File: src/rtl/conv_stream_host.sv
// conv_stream_host: host frame buffer that streams x to a conv block and collects y.
// Optional STALL_INJECT_EN adds LFSR-driven ready/valid gaps on both ports.
module conv_stream_host #(
  parameter int WIDTH = 20,
  parameter int LENX  = 20,
  parameter int LENF  = 13,
  parameter int ADDRX = 5,
  parameter int ADDRY = 3
) (
  input  logic             clk,
  input  logic             reset,
  input  logic             ld_wr_en,
  input  logic [ADDRX-1:0] ld_addr,
  input  logic [WIDTH-1:0] ld_data,
  input  logic             start,
  output logic [WIDTH-1:0] m_data_out_x,
  output logic             m_valid_x,
  input  logic             m_ready_x,
  input  logic [WIDTH-1:0] s_data_in_y,
  input  logic             s_valid_y,
  output logic             s_ready_y,
  input  logic [ADDRY-1:0] rd_addr,
  output logic [WIDTH-1:0] rd_data,
  output logic             busy,
  output logic             done
);
  localparam int LENY = LENX - LENF + 1;
  localparam int YW   = $clog2(LENY + 1);
  localparam logic [ADDRX-1:0] LAST_X = ADDRX'(LENX - 1);
  localparam logic [ADDRX:0]   LENX_A = (ADDRX + 1)'(LENX);
  localparam logic [ADDRY:0]   LENY_A = (ADDRY + 1)'(LENY);
  localparam logic [YW-1:0]    LENY_C = YW'(LENY);

  typedef enum logic [2:0] {
    IDLE, FETCH, SEND, WAIT_Y, DONE
  } state_t;

  state_t           state;
  logic [WIDTH-1:0] x_buf [LENX];
  logic [WIDTH-1:0] y_buf [LENY];
  logic [ADDRX-1:0] tx_idx;
  logic [YW-1:0]    y_cnt;
  logic [WIDTH-1:0] x_q;
  logic             valid_q;
  logic             stall_x;
  logic             stall_y;
  logic             x_hs;
  logic             y_hs;

`ifdef STALL_INJECT_EN
  logic [6:0] lfsr;

  // x^7 + x^6 + 1, free-running from reset
  always_ff @(posedge clk or negedge reset) begin
    if (!reset) lfsr <= 7'h5A;
    else        lfsr <= {lfsr[5:0], lfsr[6] ^ lfsr[5]};
  end

  assign stall_y = lfsr[0];
  assign stall_x = lfsr[1] && (state == SEND);
`else
  assign stall_y = 1'b0;
  assign stall_x = 1'b0;
`endif

  assign busy         = (state == FETCH) || (state == SEND) ||
                        (state == WAIT_Y);
  assign done         = (state == DONE);
  assign m_valid_x    = valid_q && !stall_x;
  assign m_data_out_x = x_q;
  assign s_ready_y    = busy && (y_cnt != LENY_C) && !stall_y;
  assign x_hs         = m_valid_x && m_ready_x;
  assign y_hs         = s_valid_y && s_ready_y;

  always_ff @(posedge clk) begin
    if (ld_wr_en && !busy && ({1'b0, ld_addr} < LENX_A))
      x_buf[ld_addr] <= ld_data;
  end

  always_ff @(posedge clk) begin
    if (y_hs)
      y_buf[y_cnt[ADDRY-1:0]] <= s_data_in_y;
  end

  always_ff @(posedge clk or negedge reset) begin
    if (!reset) begin
      rd_data <= '0;
    end else if ({1'b0, rd_addr} < LENY_A) begin
      rd_data <= y_buf[rd_addr];
    end else begin
      rd_data <= '0;
    end
  end

  always_ff @(posedge clk or negedge reset) begin
    if (!reset) begin
      state   <= IDLE;
      tx_idx  <= '0;
      y_cnt   <= '0;
      x_q     <= '0;
      valid_q <= 1'b0;
    end else begin
      if (y_hs)
        y_cnt <= y_cnt + 1'b1;
      unique case (state)
        IDLE, DONE: begin
          if (start) begin
            state  <= FETCH;
            tx_idx <= '0;
            y_cnt  <= '0;
          end
        end
        FETCH: begin
          x_q     <= x_buf[tx_idx];
          valid_q <= 1'b1;
          state   <= SEND;
        end
        SEND: begin
          if (x_hs) begin
            if (tx_idx != LAST_X) begin
              tx_idx <= tx_idx + 1'b1;
              x_q    <= x_buf[tx_idx + 1'b1];
            end else begin
              valid_q <= 1'b0;
              state   <= (y_cnt == LENY_C) ? DONE : WAIT_Y;
            end
          end
        end
        WAIT_Y: begin
          if (y_cnt == LENY_C)
            state <= DONE;
        end
        default: state <= IDLE;
      endcase
    end
  end
endmodule
File: config.mk
export PLATFORM = sky130hd
export DESIGN_NAME = conv_stream_host
export DESIGN_NICKNAME = d
export VERILOG_FILES = /design/src/rtl/conv_stream_host.sv
export SDC_FILE = /design/constraint.sdc
export NUM_CORES = 1
export LEC_CHECK = 0
export CELL_PAD_IN_SITES_DETAIL_PLACEMENT = 1
export CELL_PAD_IN_SITES_GLOBAL_PLACEMENT = 1
export CORE_ASPECT_RATIO = 1.2
export CORE_UTILIZATION = 40
export CTS_BUF_LIST = sky130_fd_sc_hd__clkbuf_8
export DETAILED_ROUTE_END_ITERATION = 6
export PLACE_DENSITY = 0.68
export SLEW_MARGIN = 40
export SYNTH_ARGS = -nofsm -noshare
export SYNTH_HDL_FRONTEND = slang
export SYNTH_SLANG_ARGS = --single-unit
File: constraint.sdc
create_clock -name clk -period 4.5 [get_ports clk]
set_input_delay 1.125 -clock clk [delete_from_list [all_inputs] [get_ports clk]]
set_output_delay 1.125 -clock clk [all_outputs]
set_load 0.005 [all_outputs]
## Yosys cells after proc, flatten, opt, wreduce, memory -nomap -nowiden

Memory sizes are Yosys's and may differ from the RTL's. A register that Yosys moved wholly into a read port is not among the register bits.
Cells that the tools add are included.

| word-level totals | value |
|---|---|
| memories kept | 2 |
| bits in registers | 33 |
| input port bits | 54 |
| bits in writable memories | 560 |

| operators by class | value |
|---|---|
| equality and inequality tests | 12 |
| multiplexer cells | 23 |
| $lt $le $gt $ge | 1 |
| add/sub/neg operators | 2 |
| reductions and logical operators | 17 |

Memories:

| memory | words | width | read ports | clocked after Yosys merged registers in | write ports | RTL line | text |
|---|---|---|---|---|---|---|---|
| x_buf | 20 | 20 | 2 | 0 | 1 | 39 | `logic [WIDTH-1:0] x_buf [LENX];` |
| y_buf | 8 | 20 | 1 | 1 | 1 | 40 | `logic [WIDTH-1:0] y_buf [LENY];` |

Operators by type and width:

| operator | number |
|---|---|
| $mux 20 | 2 |
| $pmux 20 s2 | 1 |
| $mux 3 | 5 |
| $mux 5 | 3 |
| $mux 4 | 3 |
| $pmux 3 s4 | 1 |
| $pmux 5 s2 | 1 |
| $reduce_and 4->1 | 2 |
| $eq 3x2->1 const B | 2 |
| $mux 1 | 6 |
| $ne 2x2->1 const B | 3 |
| $reduce_and 3->1 | 2 |
| $add 5x1->5 const B | 1 |
| $logic_and 1x1->1 | 5 |
| $lt 5x5->1 const B | 1 |
| $ne 5x5->1 const B | 1 |
| $add 4x1->4 const B | 1 |
| $eq 4x4->1 const B | 1 |
| $ne 2x1->1 const B | 2 |
| $ne 4x4->1 const B | 1 |
| $reduce_bool 2->1 | 2 |
| $eq 3x1->1 const B | 1 |
| $eq 3x3->1 const B | 1 |
| $logic_not 3->1 | 1 |
| other kinds (4) | 6 |

## Logic depth before layout (Yosys ltp)

Gate-level depths: netlist of run 1.

| logic depth | value |
|---|---|
| word-level depth | 8 |
| mapped depth | 9 |
| mapped depth without buffers | 7 |

## Least setup slack after synthesis of run 1

No wires, ideal clock.

| path | value |
|---|---|
| path type | input to register |
| start | input ld_wr_en |
| end | memory x_buf[12][0] (enable) |
| library setup time | 0.422 ns |
| stages on the path | 4 |
| slack | 1.166 ns |
| path buffers | 0 |
| arrival | 2.912 ns |
| cells stage by stage | nand2_1 > nor2_1 > nand3_1 > nor3_1 |

| on the way | value |
|---|---|
| cells in the longest elaborated chain, start to end | 4 |

RTL lines:

| what | RTL line | text |
|---|---|---|
| start: declaration | 12 | `input logic ld_wr_en,` |
| $logic_and 1x1->1 (2 in series) | 76 | `if (ld_wr_en && !busy && ({1'b0, ld_addr} < LENX_A))` |
| $mux 1 | 76 |  |
| $mux 1 (not written as such) | 77 | `x_buf[ld_addr] <= ld_data;` |
| end: declaration | 39 |  |

Every way passes these cells.

## Worst setup path in the final report of run 1

| path | value |
|---|---|
| start | register y_cnt[1] |
| end | output s_ready_y |

| on the way | value |
|---|---|
| cells in the longest elaborated chain, start to end | 2 |

RTL lines:

| what | RTL line | text |
|---|---|---|
| start: declaration | 42 | `logic [YW-1:0] y_cnt;` |
| start signal: assignment | 104 | `y_cnt <= y_cnt + 1'b1;` |
| $ne 4x4->1 | 71 | `assign s_ready_y = busy && (y_cnt != LENY_C) && !stall_y;` |
| $logic_and 1x1->1 | 71 |  |
| end: declaration | 21 | `output logic s_ready_y,` |

Every way passes these cells.

==> impl_metrics.yaml, run 1 <==
worst_setup_path:
  criticalPathCategory: "register to output port"
  path_max_fanout: 7
  cpPeakStageDelay_ns: 0.61
  cp_cell_sequence: "inv_1 > ha_1 > and3b_1 > nor2_1 > clkdlybuf4s50_1"
  required_ns: 3.38
  crit_arrival_ns: 2.60
  crit_family: "buffers and inverters"
  start_kind: "register"
  r2r_slack_ns: 1.58
  slowest_stage: "clkdlybuf4s50_1"
  worstSetupEndpointType: "output port"
  cp_num_buf_inv: 2
grt:
  grt-ovfl-total: 0
  grt_max_degree: 83
  grt_pass1_wl_mm: 106
  grt_pass1_vias: 16100
  grt_usage_pct: 21.6
  grt_antenna_before_repair: 8
logic_synthesis:
  yosysMostFrequentCell: "edfxtp_1"
  synth_top_area_cell: "edfxtp_1"
  yosys-top-cells-area: "edfxtp_1 63%, mux4_2 19%, dfrtp_1 5.0%, mux2i_1 1.9%, nand2_1 1.5%"
  yosysUniqueCellTypes: 55
  synth_top_area_share_pct: 63.0
  synth_common_cells: "560 x edfxtp_1, 225 x mux4_2, 106 x nand2_1"
  synth_nets: 1479
  ys_ff_latch: 613
  synth_cells: 1422
  yosysSeqAreaShare_pct: 67.9
  ys_warn_count: 0
  synth_edf_count: 560
  syn_area_sq_um: 26700
  ys.flop_type: "edfxtp_1"
  avgSynthCellArea_sq_um: 18.8
  ys_async_sr_fraction_pct: 8.65
sta:
  post-route-period-util_pct: 82.8
  slew_headroom_pct: 41.9
  rsz0062_at_grt: "false"
  max_clock_freq_mhz: 268
  post-route-min-period_ns: 3.73
  report.final.slew_viol_count: 0
  setup_violations: 0
  final_hold_viol_count: 0
  hold-worst-slack_ns: 0.480
  worst_pin_slew_ns: 0.869
  timing.final.ws_setup_ns: 0.773
  skew_ns: 0.0300
  tns_ns: 0
floorplanning:
  ios: 98
  core_sq_um: 65900
  start_util_pct: 40.5
  fp.dieArea_sq_um: 67800
  fp.dieH_microns: 285
  die-width_microns: 238
  rows: 103
placement:
  placed_area_sq_um: 29000
  port_buffers: 97
  gp_congestion: 0.799
  place_ws_ns: 1.10
  dp_cells: 2366
  dp_hpwl_mm: 44.2
clock_tree:
  numCtsBuffers: 99
  cts_resized: 0
  hold_buffers: 0
  cts_setup_buffers: 0
  root_buffer: "clkbuf_8"
  clk_path_buf_depth: 3
  clock_latency_ns: 0.70
  cts.reportedPaths.clkPinSlew_ns: 0.06
  h-tree-depth: 3
  cts_sinks: 613
  cts_tree: "done"
status:
  status: "finished clean"
power_and_ir_drop:
  combPwrFrac_pct: 33.7
  p_sw_share_pct: 32.5
  pwr-share-seq_pct: 39.7
  clockPowerShare_pct: 26.6
  netSwitchingPower_w: 0.00562
  power_leakage_nw: 10.1
  p_per_area_nw_per_um2: 560
  p_int_w: 0.0117
  ir_worst_vdd_mv: 0.393
routing:
  wire_per_inst_microns: 28.2
  first_iter_violations: 1148
  drc: 0
  num_vias: 14800
  via_per_inst: 5.80
  wl_mm: 71.9
  antenna_left: 0
  drt_pass1_iterations: 5
cells_and_area:
  area_delta_synth_final_pct: 15.6
  nFillCells: 6180
  final_cells: 2550
  drive_gt1_share_pct: 29.3
  stdcell_area_sq_um: 30900
  num-nets-final: 1632
hold_path:
  hp-class: "input port to async pin"
job:
  cap_violations: 0
==> layout make-up <==
type / instances / area (sq um) / share of cell area [%]
Sequential cell: 613 / 18100 / 58.8
Multi-Input combinational cell: 696 / 8210 / 26.6
Clock buffer: 113 / 1560 / 5.04
Timing Repair Buffer: 150 / 1450 / 4.71
Tap cell: 892 / 1120 / 3.62
Clock inverter: 70 / 327 / 1.06
Inverter: 15 / 56.3 / 0.182
Antenna cell: 1 / 2.50 / 0.00811
==> worst paths after layout <==
kind                                              start                            to  depth (start not counted)
setup / recovery                     y_cnt[1]$_DFF_PN0_                     s_ready_y                          5
hold / removal                                    reset         rd_data[15]$_DFF_PN0_                          1
min in group clk           m_data_out_x[18]$_DFFE_PN0P_  m_data_out_x[18]$_DFFE_PN0P_                          1
max in group asynchronous                         reset         tx_idx[1]$_DFFE_PN0P_                          1
hold reg to reg            m_data_out_x[18]$_DFFE_PN0P_  m_data_out_x[18]$_DFFE_PN0P_                          1
setup reg to reg                     y_cnt[1]$_DFF_PN0_        y_buf[0][17]$_DFFE_PP_                          7
==> stage by stage <==
stage | utilization (%) | power [W]
2_1_floorplan | - | 0.0109
3_3_place_gp | 43.9 | 0.0127
3_5_place_dp | 44.0 | 0.0129
4_1_cts | 46.9 | 0.0175
5_1_grt | 46.9 | 0.0181
6_report | 46.9 | 0.0173
==> logic make-up after synthesis <==
family / count (synthesis) / share of synthesized area [%]
flops: 613 / 67.9
simple gates: 298 / 5.07
mux: 296 / 21.7
buf+inv: 113 / 2.13
compound gates: 92 / 2.72
xor+xnor: 7 / 0.258
fa+ha+maj: 3 / 0.141
==> power groups by stage <==
stage | Combinational [W] | Sequential [W] | Clock [W]
after CTS | 0.00591 | 0.00686 | 0.00473
after global placement | 0.00579 | 0.00695 | 0
after global routing | 0.00625 | 0.00689 | 0.00494
after detailed placement | 0.00588 | 0.00697 | 0
after floorplan | 0.00406 | 0.00685 | 0
final | 0.00582 | 0.00686 | 0.00460
==> registers in the layout, summed over array words and instances, names as in the netlist <==
name,cells
m_data_out_x,20
tx_idx,5
x_buf,400
state,3
m_valid_x,1
y_buf,160
rd_data,20
y_cnt,4
==> cells in the final DEF (no fill, tap or decap), types with 10 or more instances in the layout <==
| master | instances |
|---|---|
| nand4_1 | 10 |
| clkbuf_8 | 113 |
| nand3_1 | 71 |
| clkdlybuf4s50_1 | 90 |
| a41oi_1 | 11 |
| nor2_1 | 45 |
| buf_4 | 45 |
| edfxtp_1 | 560 |
| a22oi_1 | 16 |
| inv_1 | 46 |
| nor2_2 | 13 |
| mux4_2 | 225 |
| clkinv_2 | 14 |
| mux2i_1 | 50 |
| dfrtp_1 | 51 |
| clkinv_1 | 20 |
| nand2_1 | 106 |
| mux2_2 | 21 |
==> layer usage <==
| metal | routed length, microns | track usage [%] | up-vias |
|---|---|---|---|
| met5 | 96 | 0 | - |
| met4 | 1890 | 7.66 | 14 |
| met3 | 5060 | 4.94 | 132 |
| met2 | 36400 | 36.2 | 564 |
| met1 | 28400 | 27.5 | 7863 |
| li1 | - | - | 6210 |
Power figures use the tool's default switching activity.
==> inputs of run 2 (changes only) <==
==> constraint.sdc (replaced) <==
create_clock -name clk -period 3.45 [get_ports clk]
set_input_delay 0.8625 -clock clk [delete_from_list [all_inputs] [get_ports clk]]
set_output_delay 0.8625 -clock clk [all_outputs]
set_load 0.005 [all_outputs]
==> impl_metrics.yaml, run 2 (synthesized netlist as in run 1, its figures left out) <==
cells_and_area:
  layout_common_cells: "560 x edfxtp_1, 225 x mux4_2, 110 x clkbuf_8, 106 x nand2_1, 81 x clkdlybuf4s50_1"
  num-nets-final: 1643
  top_register: "x_buf"
  layout_commonest_cell: "edfxtp_1"
  drive_gt1_share_pct: 30.7
  final_cells: 2559
  largest_reg_flops: 400
  area_delta_synth_final_pct: 15.8
placement:
  dp_cells: 2381
  dp_hpwl_mm: 46.1
  port_buffers: 97
  gp_congestion: 0.815
worst_setup_path:
  cp_num_buf_inv: 2
  slowest_stage: "clkdlybuf4s50_1"
  required_ns: 2.59
  timing.rr.end: "m_data_out_x[19]$_DFFE_PN0P_"
  criticalPathCategory: "register to output port"
  path_max_fanout: 7
  worstSetupEndpointType: "output port"
  r2r_slack_ns: 0.60
  crit_family: "buffers and inverters"
  ff2ff_path_depth: 6
  crit_start: "y_cnt[1]$_DFF_PN0_"
  worstReg2RegStart: "tx_idx[0]$_DFFE_PN0P_"
  crit_arrival_ns: 2.42
  start_kind: "register"
  cpPeakStageDelay_ns: 0.57
  cp_cell_sequence: "inv_1 > ha_1 > and3b_1 > nor2_2 > clkdlybuf4s50_1"
power_and_ir_drop:
  combPwrFrac_pct: 33.9
  netSwitchingPower_w: 0.00738
  p_sw_share_pct: 32.6
  p_per_area_nw_per_um2: 732
  power_leakage_nw: 10.2
  ir_worst_vdd_mv: 0.436
  pwr-share-seq_pct: 39.7
  clockPowerShare_pct: 26.4
  p_int_w: 0.0153
sta:
  slew_headroom_pct: 43.9
  rsz0062_at_grt: "false"
  post-route-min-period_ns: 3.29
  skew_ns: 0.0493
  max_clock_freq_mhz: 304
  report.final.slew_viol_count: 0
  post-route-period-util_pct: 95.2
  final_hold_viol_count: 0
  setup_violations: 0
  tns_ns: 0
  worst_pin_slew_ns: 0.839
clock_tree:
  h-tree-depth: 3
  cts_setup_buffers: 0
  clk_path_buf_depth: 3
  root_buffer: "clkbuf_8"
  cts_tree: "done"
  hold_buffers: 0
  cts.reportedPaths.clkPinSlew_ns: 0.07
  cts_sinks: 613
  numCtsBuffers: 95
  clock_latency_ns: 0.72
hold_path:
  hp-class: "input port to async pin"
routing:
  num_vias: 14900
  wire_per_inst_microns: 28.0
  first_iter_violations: 1184
  antenna_left: 0
  wl_met3_mm: 5.30
  via_per_inst: 5.81
  drc: 0
  wl_met2_mm: 35.3
  top_layer: "met5"
  drt_pass1_iterations: 4
  wl_mm: 71.6
  wl_met1_mm: 29.1
grt:
  grt_usage_pct: 21.5
  grt_pass1_wl_mm: 106
  grt-ovfl-total: 0
  grt_antenna_before_repair: 8
  grt_max_degree: 85
  grt_pass1_vias: 16200
floorplanning:
  die-width_microns: 238
  rows: 103
  fp.dieArea_sq_um: 67800
  ios: 98
  start_util_pct: 40.5
  fp.dieH_microns: 285
  core_sq_um: 65900
job:
  cap_violations: 0
status:
  status: "finished clean"
==> run 2: cell count changes in the layout (fill, tap and decap cells not counted), moves of 2 or more <==
cell | before | now
clkdlybuf4s50_1 | 90 | 81
inv_1 | 46 | 40
clkinv_1 | 20 | 17
clkinv_2 | 14 | 17
buf_12 | 5 | 10
clkbuf_8 | 113 | 110
inv_6 | 1 | 3
buf_6 | 3 | 1
buf_2 | 5 | 15
buf_16 | 2 | 0
buf_4 | 45 | 58
==> run 2: cell type report <==
type / count / area [sq um]
fillers: 6174 / 34900
flip-flops and latches: 613 / 18200
multi-input cells: 696 / 8180
repair buffers: 165 / 1530
clock buffers: 110 / 1510
well taps: 892 / 1120
clock inverters: 67 / 355
inverters: 15 / 56.3
diodes: 1 / 2.50
==> run 2: what timing repair did <==
item | CTS | global route
pin swaps | 0 | 0
endpoints found under the setup margin | 1 | 1
gates resized for setup | 1 | 1
==> run 2: worst reg2reg max path, stage by stage (launching register included) <==
cell and delay [ns]:
dfrtp_4 0.65, ha_4 0.29, xnor2_2 0.63, mux4_2 0.59, nor4_1 0.19, a31oi_1 0.14
a41oi_1 0.28
==> run 2: per-layer routing <==
| metal | up-vias | track usage, % |
|---|---|---|
| met5 | - | 0 |
| met3 | 146 | 5.36 |
| li1 | 6232 | - |
| met2 | 558 | 35.4 |
| met1 | 7930 | 27.9 |
| met4 | 14 | 6.95 |
==> run 2: worst max-delay path by stage <==
stage                                   endpoint  slack, ns  cells past startpoint
after floorplan            y_buf[0][0]$_DFFE_PP_       0.32                      6
after global placement    x_buf[16][2]$_DFFE_PP_       0.55                      5
after detailed placement  x_buf[16][0]$_DFFE_PP_       0.48                      5
after CTS                              s_ready_y       0.05                      5
after global routing                   s_ready_y       0.06                      5
final                                  s_ready_y       0.16                      5
==> run 2: power by group through the flow <==
stage	Clock (W)	Sequential (W)	Combinational (W)
2_1_floorplan	0	0.00894	0.00530
3_3_place_gp	0	0.00913	0.00763
3_5_place_dp	0	0.00915	0.00773
4_1_cts	0.00613	0.00900	0.00776
5_1_grt	0.00640	0.00905	0.00819
6_report	0.00597	0.00899	0.00767
==> run 2: through the flow <==
| step | utilization [%] | hold slack [ns] | area, sq um | total power, W | setup slack (ns) |
|---|---|---|---|---|---|
| after floorplan | - | 0.495 | 26700 | 0.0142 | 0.319 |
| after global placement | 44.2 | 0.560 | 29100 | 0.0168 | 0.549 |
| after detailed placement | 44.2 | 0.578 | 29100 | 0.0169 | 0.476 |
| after CTS | 47.0 | 0.171 | 31000 | 0.0229 | 0.0455 |
| after global routing | 46.9 | 0.209 | 30900 | 0.0236 | 0.0632 |
| final | 46.9 | 0.192 | 30900 | 0.0226 | 0.164 |
==> inputs of run 3 (changes only) <==
--- a/config.mk
+++ b/config.mk
@@ -12,6 +12,7 @@
 export CTS_BUF_LIST = sky130_fd_sc_hd__clkbuf_8
 export DETAILED_ROUTE_END_ITERATION = 6
 export PLACE_DENSITY = 0.68
+export RECOVER_POWER = 25
 export SLEW_MARGIN = 40
 export SYNTH_ARGS = -nofsm -noshare
 export SYNTH_HDL_FRONTEND = slang
==> impl_metrics.yaml, run 3 (synthesized netlist as in run 1, its figures left out) <==
status:
  status: "complete, but fails checks"
  violations: "capacitance limit, slew limit"
floorplanning:
  ios: 98
  fp.dieArea_sq_um: 67800
  rows: 103
  start_util_pct: 40.5
  core_sq_um: 65900
  die-width_microns: 238
  fp.dieH_microns: 285
hold_path:
  hp-start: "m_data_out_x[3]$_DFFE_PN0P_"
  hp-class: "register to register"
  hold_path_end: "m_data_out_x[3]$_DFFE_PN0P_"
  holdPathStages: 2
grt:
  grt_antenna_before_repair: 8
  grt_pass1_wl_mm: 106
  grt_max_degree: 85
  grt_util_met2_pct: 35.4
  grtUsageMet1_pct: 27.9
  grt_usage_pct: 21.5
  grt_pass1_vias: 16200
  grt-ovfl-total: 0
  grtUsageMet3_pct: 5.36
  top_usage_layer: "met2"
power_and_ir_drop:
  ir_worst_vdd_mv: 0.435
  power_leakage_nw: 10.1
  power.total_w: 0.0226
  p_int_w: 0.0153
  p_sw_share_pct: 32.6
  p_per_area_nw_per_um2: 733
  combPwrFrac_pct: 33.9
  netSwitchingPower_w: 0.00739
  pwr-share-seq_pct: 39.7
  clockPowerShare_pct: 26.4
sta:
  rsz0062_at_grt: "false"
  setup_violations: 0
  post-route-min-period_ns: 3.30
  post-route-period-util_pct: 95.7
  slew_headroom_pct: -31.1
  tns_ns: 0
  final_hold_viol_count: 0
  worst_pin_slew_ns: 1.97
  skew_ns: 0.0449
  hold-worst-slack_ns: 0.575
  max_clock_freq_mhz: 303
  report.final.slew_viol_count: 54
worst_setup_path:
  cp_num_buf_inv: 2
  worstReg2RegStart: "tx_idx[0]$_DFFE_PN0P_"
  start_kind: "register"
  cpPeakStageDelay_ns: 0.58
  cp_cell_sequence: "inv_1 > ha_1 > and3b_1 > nor2_2 > clkdlybuf4s50_1"
  crit_arrival_ns: 2.44
  slowest_stage: "clkdlybuf4s50_1"
  timing.rr.end: "m_data_out_x[19]$_DFFE_PN0P_"
  criticalPathCategory: "register to output port"
  crit_start: "y_cnt[1]$_DFF_PN0_"
  required_ns: 2.59
  crit_family: "buffers and inverters"
  path_max_fanout: 7
  worstSetupEndpointType: "output port"
  ff2ff_path_depth: 6
  r2r_slack_ns: 0.61
placement:
  dp_cells: 2381
  dp_hpwl_mm: 46.1
  gp_congestion: 0.815
  port_buffers: 97
  placed_area_sq_um: 29100
routing:
  drc: 0
  antenna_left: 0
  drt_pass1_iterations: 7
  via_per_inst: 5.82
  wire_per_inst_microns: 27.9
  wl_mm: 71.5
  first_iter_violations: 1233
  num_vias: 14900
cells_and_area:
  num-nets-final: 1643
  layout_commonest_cell: "edfxtp_1"
  layout_common_cells: "560 x edfxtp_1, 225 x mux4_2, 110 x clkbuf_8, 106 x nand2_1, 80 x clkdlybuf4s50_1"
  drive_gt1_share_pct: 30.0
  largest_reg_flops: 400
  stdcell_area_sq_um: 30900
  final_cells: 2559
  top_register: "x_buf"
  area_delta_synth_final_pct: 15.7
job:
  cap_violations: 1
clock_tree:
  cts.reportedPaths.clkPinSlew_ns: 0.07
  h-tree-depth: 3
  clock_latency_ns: 0.71
  cts_sinks: 613
  hold_buffers: 0
  root_buffer: "clkbuf_8"
  cts_tree: "done"
  clk_path_buf_depth: 3
  numCtsBuffers: 95
-- run 3: changes by cell type in the layout (fill, tap and decap cells not counted) --
cell,before,now
buf_6,1,0
clkbuf_1,0,13
clkdlybuf4s50_1,81,80
dlygate4sd3_1,0,1
buf_2,15,2
clkbuf_2,0,1
-- run 3: what timing repair did --
item                                    in CTS  in global routing
resized for setup                            1                  1
endpoints found under the setup margin       1                  1
buffers inserted                             0                  0
gates cloned                                 0                  0
-- run 3: power by group through the flow --
stage                     registers (W)  clock network (W)  logic [W]
after floorplan                 0.00894                  0    0.00530
after global placement          0.00913                  0    0.00763
after detailed placement        0.00915                  0    0.00773
after CTS                       0.00900            0.00613    0.00776
after global routing            0.00905            0.00640    0.00819
final                           0.00899            0.00597    0.00768
-- run 3: layer usage --
metal  vias up  routed length [microns]
li1       6236                        -
met1      7959                    29300
met2       542                    35300
met3       151                     4970
met4        14                     1800
met5         -                       90
-- run 3: worst max path at each step --
stage,endpoint,slack (ns),cells after the start
2_1_floorplan,y_buf[0][0]$_DFFE_PP_,0.32,6
3_3_place_gp,x_buf[16][2]$_DFFE_PP_,0.55,5
3_5_place_dp,x_buf[16][0]$_DFFE_PP_,0.48,5
4_1_cts,s_ready_y,0.05,5
5_1_grt,s_ready_y,0.06,5
6_report,s_ready_y,0.15,5
-- run 3: layout make-up --
type                       count  area [sq um]
sequential                   613         18200
clock inverter                67           355
tap                          892          1120
multi-input combinational    696          8180
fill                        6174         35000
timing repair buffer         165          1510
clock buffer                 110          1510
antenna                        1          2.50
inverter                      15          56.3
-- run 3: tightest hold or removal path, delay by kind of cell (launching register included) --
kind / cells / cell delay [ns]
flip-flops: 1 / 0.38
AO/OA/AOI/OAI: 1 / 0.05
AND/OR/NAND/NOR: 1 / 0.10
-- run 3: stage by stage --
stage	setup WS, ns	utilization, %
4_1_cts	0.0455	47.0
6_report	0.149	46.9
3_3_place_gp	0.549	44.2
3_5_place_dp	0.476	44.2
2_1_floorplan	0.319	-
5_1_grt	0.0632	46.9
